### src/rtl/regfile_wb_arbiter_pkg.sv
// Shared definitions for the register-file write-back arbiter.
// Optional feature macro: WB_ARB_RR_EN (round-robin arbitration when defined).
// The slicing macros are used by every block that handles flattened
// per-requester buses.
`ifndef REGFILE_WB_ARBITER_PKG_SV
`define REGFILE_WB_ARBITER_PKG_SV

`define WB_SLICE(bus, i, w)    bus[(i)*(w) +: (w)]
`define WB_ADDR_SLICE(bus, i)  `WB_SLICE(bus, i, regfile_wb_arbiter_pkg::REG_ADDR_W)
`define WB_DATA_SLICE(bus, i)  `WB_SLICE(bus, i, regfile_wb_arbiter_pkg::XLEN)

package regfile_wb_arbiter_pkg;
   localparam int XLEN       = 32;
   localparam int REG_ADDR_W = 5;
   localparam logic [REG_ADDR_W-1:0] REG_ZERO = 5'd0;

   // Index width for a requester count; never narrower than one bit.
   function automatic int ptr_w(input int n);
      return (n > 1) ? $clog2(n) : 1;
   endfunction
endpackage

`endif

### src/rtl/regfile_wb_arbiter_if.sv
// Requester bus plus register-file write port of the write-back arbiter.
// Parameters must match those of the regfile_wb_arbiter instance bound to it.
interface regfile_wb_arbiter_if #(
   parameter int NUM_REQ = 3,
   parameter int CNT_W   = 16
);
   import regfile_wb_arbiter_pkg::*;

   logic [NUM_REQ-1:0]            req_valid;
   logic [REG_ADDR_W*NUM_REQ-1:0] req_addr;
   logic [XLEN*NUM_REQ-1:0]       req_data;
   logic [NUM_REQ-1:0]            req_ready;
   logic                          we3;
   logic [REG_ADDR_W-1:0]         a3;
   logic [XLEN-1:0]               wd3;
   logic                          wb_busy;
   logic [CNT_W-1:0]              stall_cnt;

   // Write-back sources side
   modport master (
      output req_valid, req_addr, req_data,
      input  req_ready, we3, a3, wd3, wb_busy, stall_cnt
   );

   // Arbiter side
   modport slave (
      input  req_valid, req_addr, req_data,
      output req_ready, we3, a3, wd3, wb_busy, stall_cnt
   );
endinterface

### src/rtl/regfile_wb_arbiter_rr.sv
// wb_rr_arbiter: combinational rotating-priority picker. Search starts at
// ptr_i+1 (mod NUM_REQ); driving ptr_i with NUM_REQ-1 gives fixed priority
// with index 0 highest.
module wb_rr_arbiter
   import regfile_wb_arbiter_pkg::*;
#(
   parameter int NUM_REQ = 3,
   parameter int PTR_W   = ptr_w(NUM_REQ)
) (
   input  logic [NUM_REQ-1:0] req_i,
   input  logic [PTR_W-1:0]   ptr_i,
   output logic [NUM_REQ-1:0] gnt_o,
   output logic [PTR_W-1:0]   idx_o
);

   int               cand;
   logic [PTR_W-1:0] cidx;
   logic             found;

   // Walk requesters from ptr_i+1 around the ring; first valid one wins.
   always_comb begin
      gnt_o = '0;
      idx_o = '0;
      found = 1'b0;
      cand  = 0;
      cidx  = '0;
      for (int k = 1; k <= NUM_REQ; k++) begin
         cand = (int'(ptr_i) + k) % NUM_REQ;
         cidx = PTR_W'(cand);
         if (!found && req_i[cidx]) begin
            found       = 1'b1;
            gnt_o[cidx] = 1'b1;
            idx_o       = cidx;
         end
      end
   end

endmodule

### src/rtl/regfile_wb_arbiter.sv
// regfile_wb_arbiter: shares the register-file write port among NUM_REQ
// write-back sources, one write per cycle, registered output stage.
// Optional feature macro: WB_ARB_RR_EN -- round-robin with a last-grant
// pointer when defined, fixed lowest-index-first priority otherwise.
module regfile_wb_arbiter
   import regfile_wb_arbiter_pkg::*;
#(
   parameter int NUM_REQ = 3,
   parameter int CNT_W   = 16
) (
   input  logic                clk,
   input  logic                rst_n,
   regfile_wb_arbiter_if.slave bus
);

   localparam int PTR_W = ptr_w(NUM_REQ);

   logic [NUM_REQ-1:0]    gnt;
   logic [PTR_W-1:0]      gnt_idx;
   logic [PTR_W-1:0]      arb_ptr;
   logic                  xfer;
   logic                  waiting;

   logic                  out_v_q, out_v_d;
   logic [REG_ADDR_W-1:0] a3_q, a3_d;
   logic [XLEN-1:0]       wd3_q, wd3_d;
   logic [CNT_W-1:0]      stall_q, stall_d;

`ifdef WB_ARB_RR_EN
   logic [PTR_W-1:0]      last_gnt_q, last_gnt_d;

   assign arb_ptr = last_gnt_q;

   // Pointer moves only when a beat is actually taken.
   always_comb begin
      last_gnt_d = last_gnt_q;
      if (xfer) last_gnt_d = gnt_idx;
   end

   // Pointer register; reset value makes requester 0 first in line.
   always_ff @(posedge clk or negedge rst_n) begin
      if (!rst_n) last_gnt_q <= PTR_W'(NUM_REQ - 1);
      else        last_gnt_q <= last_gnt_d;
   end
`else
   // Constant pointer turns the rotating search into lowest-index-first.
   assign arb_ptr = PTR_W'(NUM_REQ - 1);
`endif

   wb_rr_arbiter #(
      .NUM_REQ (NUM_REQ),
      .PTR_W   (PTR_W)
   ) u_arb (
      .req_i (bus.req_valid),
      .ptr_i (arb_ptr),
      .gnt_o (gnt),
      .idx_o (gnt_idx)
   );

   // Output stage never stalls, so the grant is the ready.
   assign bus.req_ready = gnt;
   assign xfer          = |gnt;
   assign waiting       = |(bus.req_valid & ~gnt);

   // Capture the granted beat; address/data hold when idle to avoid toggling.
   always_comb begin
      out_v_d = xfer;
      a3_d    = a3_q;
      wd3_d   = wd3_q;
      if (xfer) begin
         a3_d  = `WB_ADDR_SLICE(bus.req_addr, int'(gnt_idx));
         wd3_d = `WB_DATA_SLICE(bus.req_data, int'(gnt_idx));
      end
   end

   // Contention counter: count cycles with a waiting requester, stick at max.
   always_comb begin
      stall_d = stall_q;
      if (waiting && (stall_q != {CNT_W{1'b1}})) stall_d = stall_q + 1'b1;
   end

   // Output stage and counter; reset discards any beat in flight.
   always_ff @(posedge clk or negedge rst_n) begin
      if (!rst_n) begin
         out_v_q <= 1'b0;
         a3_q    <= REG_ZERO;
         wd3_q   <= '0;
         stall_q <= '0;
      end else begin
         out_v_q <= out_v_d;
         a3_q    <= a3_d;
         wd3_q   <= wd3_d;
         stall_q <= stall_d;
      end
   end

   // x0 beats occupy the stage but never write the register file.
   assign bus.we3       = out_v_q && (a3_q != REG_ZERO);
   assign bus.a3        = a3_q;
   assign bus.wd3       = wd3_q;
   assign bus.wb_busy   = out_v_q;
   assign bus.stall_cnt = stall_q;

endmodule

### src/flat_wrapper.sv
// flat-port wrapper written by rule: the top's interface ports become plain ports
module regfile_wb_arbiter_flat import regfile_wb_arbiter_pkg::*;
#(
   parameter int NUM_REQ = 3,
   parameter int CNT_W   = 16
)
  (clk, rst_n, bus_req_valid, bus_req_addr, bus_req_data, bus_req_ready, bus_we3, bus_a3, bus_wd3, bus_wb_busy, bus_stall_cnt);
  regfile_wb_arbiter_if #(.NUM_REQ(NUM_REQ), .CNT_W(CNT_W)) bus_i ();
  input  logic clk;
  input  logic rst_n;
  input wire logic [$bits(bus_i.req_valid)-1:0] bus_req_valid;
  input wire logic [$bits(bus_i.req_addr)-1:0] bus_req_addr;
  input wire logic [$bits(bus_i.req_data)-1:0] bus_req_data;
  output wire logic [$bits(bus_i.req_ready)-1:0] bus_req_ready;
  output wire logic [$bits(bus_i.we3)-1:0] bus_we3;
  output wire logic [$bits(bus_i.a3)-1:0] bus_a3;
  output wire logic [$bits(bus_i.wd3)-1:0] bus_wd3;
  output wire logic [$bits(bus_i.wb_busy)-1:0] bus_wb_busy;
  output wire logic [$bits(bus_i.stall_cnt)-1:0] bus_stall_cnt;
  assign bus_i.req_valid = bus_req_valid;
  assign bus_i.req_addr = bus_req_addr;
  assign bus_i.req_data = bus_req_data;
  assign bus_req_ready = bus_i.req_ready;
  assign bus_we3 = bus_i.we3;
  assign bus_a3 = bus_i.a3;
  assign bus_wd3 = bus_i.wd3;
  assign bus_wb_busy = bus_i.wb_busy;
  assign bus_stall_cnt = bus_i.stall_cnt;
  regfile_wb_arbiter #(.NUM_REQ(NUM_REQ), .CNT_W(CNT_W)) u_core (.clk(clk), .rst_n(rst_n), .bus(bus_i));
endmodule
### config.mk
export PLATFORM = sky130hd
export DESIGN_NAME = regfile_wb_arbiter_flat
export DESIGN_NICKNAME = d
export VERILOG_FILES = /design/src/rtl/regfile_wb_arbiter_pkg.sv /design/src/rtl/regfile_wb_arbiter_if.sv /design/src/rtl/regfile_wb_arbiter_rr.sv /design/src/rtl/regfile_wb_arbiter.sv /design/src/flat_wrapper.sv
export SDC_FILE = /design/constraint.sdc
export NUM_CORES = 1
export LEC_CHECK = 0
export ABC_AREA = 1
export CORE_UTILIZATION = 43
export DETAILED_ROUTE_END_ITERATION = 8
export HOLD_SLACK_MARGIN = 0.08
export PLACE_DENSITY = 0.87
export SYNTH_ARGS = -nofsm -noshare
export SYNTH_HDL_FRONTEND = slang
export SYNTH_SLANG_ARGS = --single-unit
### constraint.sdc
create_clock -name clk -period 2.4 [get_ports clk]
set_input_delay 0.36 -clock clk [delete_from_list [all_inputs] [get_ports clk]]
set_output_delay 0.36 -clock clk [all_outputs]
set_load 0.03 [all_outputs]
Word-level counts from Yosys, hierarchy flattened:

Index checks and enable logic that the tools add are counted.

* register bits: 54
* bits in latches: 0
* bits in writable memories: 0
* bits in read-only memories: 0
* bits of input ports: 116
* output and inout port bits: 58
* logic and storage cells: 27
* memories kept: 0

* add/sub/neg operators: 1
* multiply operators: 1
* divide/modulo/power cells: 0
* order comparisons: 0
* equality and inequality tests: 1
* shift-type cells: 2
* mux-type cells: 7
* bitwise gates (word level): 2
* reduce and logical (&&, ||, !) cells: 9

Operator list (number)
* 96-bit by 8-bit variable part select with 32-bit output: 1
* 15-bit by 32-bit variable part select with 5-bit output: 1
* 16-bit by 1-bit adder with 16-bit output (second input constant): 1
* 16-bit != test (second input constant): 1
* 3-bit OR reduction: 2
* 2-bit by 3-bit multiplier with 5-bit output (second input constant): 1
* 5-bit nonzero test: 1
* 1-bit logical AND: 4
* 1-bit 2-to-1 mux: 4
* 2-bit 2-to-1 mux: 2
* 3-bit AND: 1
* 3-bit 2-to-1 mux: 1
* 3-bit NOT: 1
* 1-bit zero test: 2

Depth between registers and ports, before layout:

* depth after elaboration: 11
* depth in mapped cells: 9
* depth with buffers taken out: 8

Hierarchy:

Synthesis repeated with hierarchy kept, for this count alone.

* cells, all modules: 503
* area, all modules: 3379.5 um^2

Modules (own cells, without submodules)
* regfile_wb_arbiter: instances 1, cells an instance 449, area each 3100.5 um^2, seq. area each 1351.3 um^2
* wb_rr_arbiter: instances 1, cells an instance 54, area each 279.0 um^2, seq. area each 0.0 um^2

Worst setup path after synthesis:

OpenSTA, ideal clock, no wires.

* kind: flip-flop to flip-flop
* start: reg u_core.stall_q[0] (netlist: u_core.bus.stall_cnt[0])
* end: reg u_core.stall_q[13] (netlist: u_core.bus.stall_cnt[13])
* setup time: 117 ps
* arrival: 1537 ps
* data required time: 2283 ps
* path slack: 745 ps
* stages on the path, launching flop included: 10
* buffers on the path: 1
* period minus slack after synthesis: 1655 ps
* cells stage by stage: dfrtp_1 -> ha_1 -> nand3_2 -> inv_2 -> nand2_4 -> nor2_4 -> nor2_4 -> buf_6 -> nand2_1 -> nand2_1

* word-level cells in the longest chain between the ends: 2
* elaborated cells between the ends (all ways): 3
* classes of those cells: add/sub: 1; eq/ne: 1; reduce/logical: 1

RTL lines
* start, declared: RTL line regfile_wb_arbiter.sv:27 `logic [CNT_W-1:0] stall_q, stall_d;`
* start signal, assigned: RTL line regfile_wb_arbiter.sv:93 `stall_q <= stall_d;`
* branches (longest 2 deep; another with 16-bit by 1-bit adder with 16-bit output)

Parallel ways; which one is timed is not known.
A chain may end at the register's enable or synchronous reset.

Final worst setup path:

* start: reg u_core.a3_q[2] (netlist: u_core.bus.a3[2])
* end: out bus_we3

* word-level cells in the longest chain between the ends: 2

RTL lines
* start, declared: RTL line regfile_wb_arbiter.sv:25 `logic [REG_ADDR_W-1:0] a3_q, a3_d;`
* start signal, assigned: RTL line regfile_wb_arbiter.sv:86 `a3_q <= REG_ZERO;`
* start signal, assigned: RTL line regfile_wb_arbiter.sv:91 `a3_q <= a3_d;`
* 5-bit nonzero test: RTL line regfile_wb_arbiter.sv:98 `assign bus.we3 = out_v_q && (a3_q != REG_ZERO);`
* 1-bit logical AND: RTL line regfile_wb_arbiter.sv:98
* end, declared: RTL line flat_wrapper.sv:15 `output wire logic [$bits(bus_i.we3)-1:0] bus_we3;`

No other way between the ends.

==> results by stage <==
Run status:
- The run finished with clean final reports.

Drt:
- The final wirelength is about 11000 um.
- The routed length on met2 is about 5500 um.
- The first-iteration detailed-routing DRC count is about 230.
- The count of unresolved DRC violations after routing is 0.
- The met1 layer wirelength in the final routing is ~4000 um.
- After detailed routing, the average wire length per cell comes to about 15 um.
- The via total after detailed routing is approximately 3800.
- The average vias per placed instance is ~5.4.
- The number of nets with antenna violations after detailed routing is 0.
- Routed signal wires occupy layers up through met4.
- The number of detailed-routing iterations run before antenna repair is 5.
- The routed length on met3 is 902 um.

STA:
- Across all hold checks on the routed design, the worst slack comes to a little over 90 ps.
- The maximum clock skew at final layout is about 6.4 ps.
- The count of endpoints failing setup in the final report is 0.
- The final worst-path cycle share is 0.879.
- The final count of hold timing violations came to 0.
- Setup repair after global routing left no endpoint under its margin.
- Setup slack closes at 289 ps.
- The peak clock frequency supported by timing is 0.474 GHz.
- The relative max-transition margin is 0.541.
- The final-layout setup total negative slack is 0 ps.
- The count of final max-slew check failures is 0.
- For the finished layout, the period the worst path requires is ~2100 ps.
- The measured slew at the worst slew-check pin is between 600 and 700 ps.

Worst setup path:
- The slowest stage of the critical path is the sky130_fd_sc_hd__clkdlybuf4s50_1 cell.
- The worst setup path is of the register to output pin kind.
- Counting both buffers and inverters, the worst setup path holds a total of 3.
- The cell seen most often among critical-path stages is sky130_fd_sc_hd__inv_1.
- STA classifies the critical path endpoint as an output pin.
- The kind of start point of the critical path is a register.
- The family with the most delay on the worst path is buffers and inverters.
- The maximum fanout along the worst path is 2.
- Data arrives at the worst endpoint at 1750 ps.
- The highest cell delay on the worst timing path is approximately 600 ps.
- The signal on the critical path passes through inv_1 > nand3_1 > o31ai_1 > inv_1 > clkdlybuf4s50_1.
- Data on the critical path is required at its endpoint by 2040 ps.

Global route:
- The total overflow left after global routing is 0.
- The number of antenna violations at the first check in global routing is 0.
- Across every metal layer, demand over resource in global routing totals 0.276.
- The maximum number of pins on one net before global-route repair is between 40 and 50.
- The number of global-route vias before repair is around 3600.
- The first global-routing pass estimated 16800 um of wire.

CTS:
- The H-tree depth is 2.
- The number of buffers inserted for hold repair after clock tree synthesis is 0.
- The source-to-sink clock delay at the later pin of the worst-skew pair is roughly 300 ps.
- After clock tree synthesis, the setup repair step added 0 buffers.
- TritonCTS built the clock tree.
- In this run the deepest clock path goes through 2 buffers.
- In this run the clock root is driven by a sky130_fd_sc_hd__clkbuf_8.
- Gates resized during post-CTS repair numbered 0.
- The clock sink count is 54.
- TritonCTS created 5 clock buffers.
- After clock tree synthesis, the clock-pin slew on the worst setup and hold paths is about 90 ps.

Final layout:
- The final design utilization is 0.702.
- The synthesis-to-finish area growth is 56.7%.
- The share of layout cells above drive strength 1 is 0.0722.
- The antenna diode count is 0.
- Leaving out fill and tap cells, the most frequent cell in the layout is sky130_fd_sc_hd__clkdlybuf4s50_1.
- The top cell types in the final layout, fill and taps aside, are sky130_fd_sc_hd__clkdlybuf4s50_1, sky130_fd_sc_hd__nand2_1, sky130_fd_sc_hd__a21oi_1.
- In the final design database the tool counted 725 nets.
- For this run, the number of standard cells in the final layout without fillers is 708.

Power:
- Summed over all cells, the static leakage comes to around 2.1 nW.
- The maximum ir drop on the vdd rail is approximately 0.3 mV.
- The power per cell area is about 560 nW/um^2.

Floorplanning:
- The die covers between 7000 and 8000 um^2.
- The die is around 89 um tall.
- The starting density of the core is 0.448.
- The floorplan step defined a core boundary enclosing between 7000 and 8000 um^2.
- The initialized floorplan defines 31 standard-cell rows.
- The floorplan step set the die width to between 80 and 90 um.
- The boundary pin count is 174.

Logic synthesis:
- The synthesized netlist occupies a cell area of 3290 um^2.
- The number of distinct library cells after synthesis is 26.
- Counting flops and latches in the post-synthesis netlist gives 54.
- The post-synthesis cell count is approximately 450.
- The post-synth net total is ~570.
- The leading area contributor after synthesis is sky130_fd_sc_hd__dfrtp_1.
- The share of the Yosys chip area taken by registers is 0.411.
- The share of synthesized area in the top cell type comes to 0.411.
- Ranked by total cell area, the synthesized netlist is headed by sky130_fd_sc_hd__dfrtp_1, sky130_fd_sc_hd__a21oi_1, sky130_fd_sc_hd__nand2_1.
- The synthesized area per cell is approximately 7.3 um^2.
- The Yosys warning count is 0.

Place:
- The setup slack after placement is 380 ps.
- The number of placed instances, taps included, is 700.
- The final RePlAce weighted congestion is between 0.8 and 0.9.
- After legalization and detailed placement, the total HPWL measured around 8200 um.
- Input and output buffers added on the ports amount to approximately 170.

Flow run:
- Max-cap violations in this run came to 0.

Min path:
- The worst min-delay path category is primary input to async pin.
final cells by class:
class | instances | area, um^2
Sequential cell | 54 | 1350
Multi-Input combinational cell | 339 | 1670
Fill cell | 564 | 2180
Clock inverter | 1 | 5.00
Timing Repair Buffer | 186 | 1830
Tap cell | 99 | 124
Inverter | 22 | 82.6
Clock buffer | 7 | 86.3
synthesized netlist by cell type, drive strengths merged:
| cell type | instances |
|---|---|
| nand2 | 102 |
| o21ai | 81 |
| a21oi | 74 |
| dfrtp | 54 |
| nand3 | 44 |
| buf | 25 |
| inv | 22 |
| nor2 | 20 |
| clkbuf | 9 |
| nand4 | 6 |
| xnor2 | 4 |
| o22ai | 3 |
| xor2 | 2 |
| ha | 1 |
| o21bai | 1 |
| o31ai | 1 |
cells by family after synthesis:
logic type,Yosys count,synth area share
AND/OR/NAND/NOR,172,0.232
AO/OA/AOI/OAI,160,0.256
flip-flops,54,0.411
adder cells (fa/ha/maj),1,0.00381
buffers and inverters,56,0.0819
XOR/XNOR,6,0.0160
metal layers:
metal  global-route usage  up-vias
met5                    0        -
li1                     -     1842
met2                0.475      192
met1                0.328     1735
met4                0.111        0
met3               0.0739       20
through the flow:
step	instance area [um^2]	power, mW
after floorplan	3290	1.78
after global placement	5060	2.34
after detailed placement	5060	2.37
after CTS	5150	2.88
after global routing	5150	3.03
final	5150	2.87
path summary, 6_finish.rpt:
| path | start | end | slack (ps) | depth (start not counted) |
|---|---|---|---|---|
| max reg2reg | u_core.bus.stall_cnt[0] | u_core.bus.stall_cnt[7] | 690 | 8 |
| min in group clk | u_core.bus.wd3[9] | u_core.bus.wd3[9] | 520 | 2 |
| max | u_core.bus.a3[2] | bus_we3 | 290 | 5 |
| min reg2reg | u_core.bus.wd3[9] | u_core.bus.wd3[9] | 520 | 2 |
| max in group asynchronous | rst_n | u_core.bus.stall_cnt[4] | 1620 | 2 |
| min | rst_n | u_core.bus.stall_cnt[13] | 90 | 1 |
power by group:
| group | internal [mW] | switching [mW] | leakage [nW] |
|---|---|---|---|
| clock | 0.234 | 0.284 | 0.0482 |
| combinational | 0.538 | 0.640 | 1.40 |
| sequential | 1.04 | 0.141 | 0.663 |
| total | 1.81 | 1.07 | 2.11 |
sequential cells by signal (all words and copies together), names as in the netlist:
register,count
u_core.bus.wb_busy,1
u_core.bus.stall_cnt,16
u_core.bus.wd3,32
u_core.bus.a3,5
Note: power is estimated with default switching activity, not from simulation.
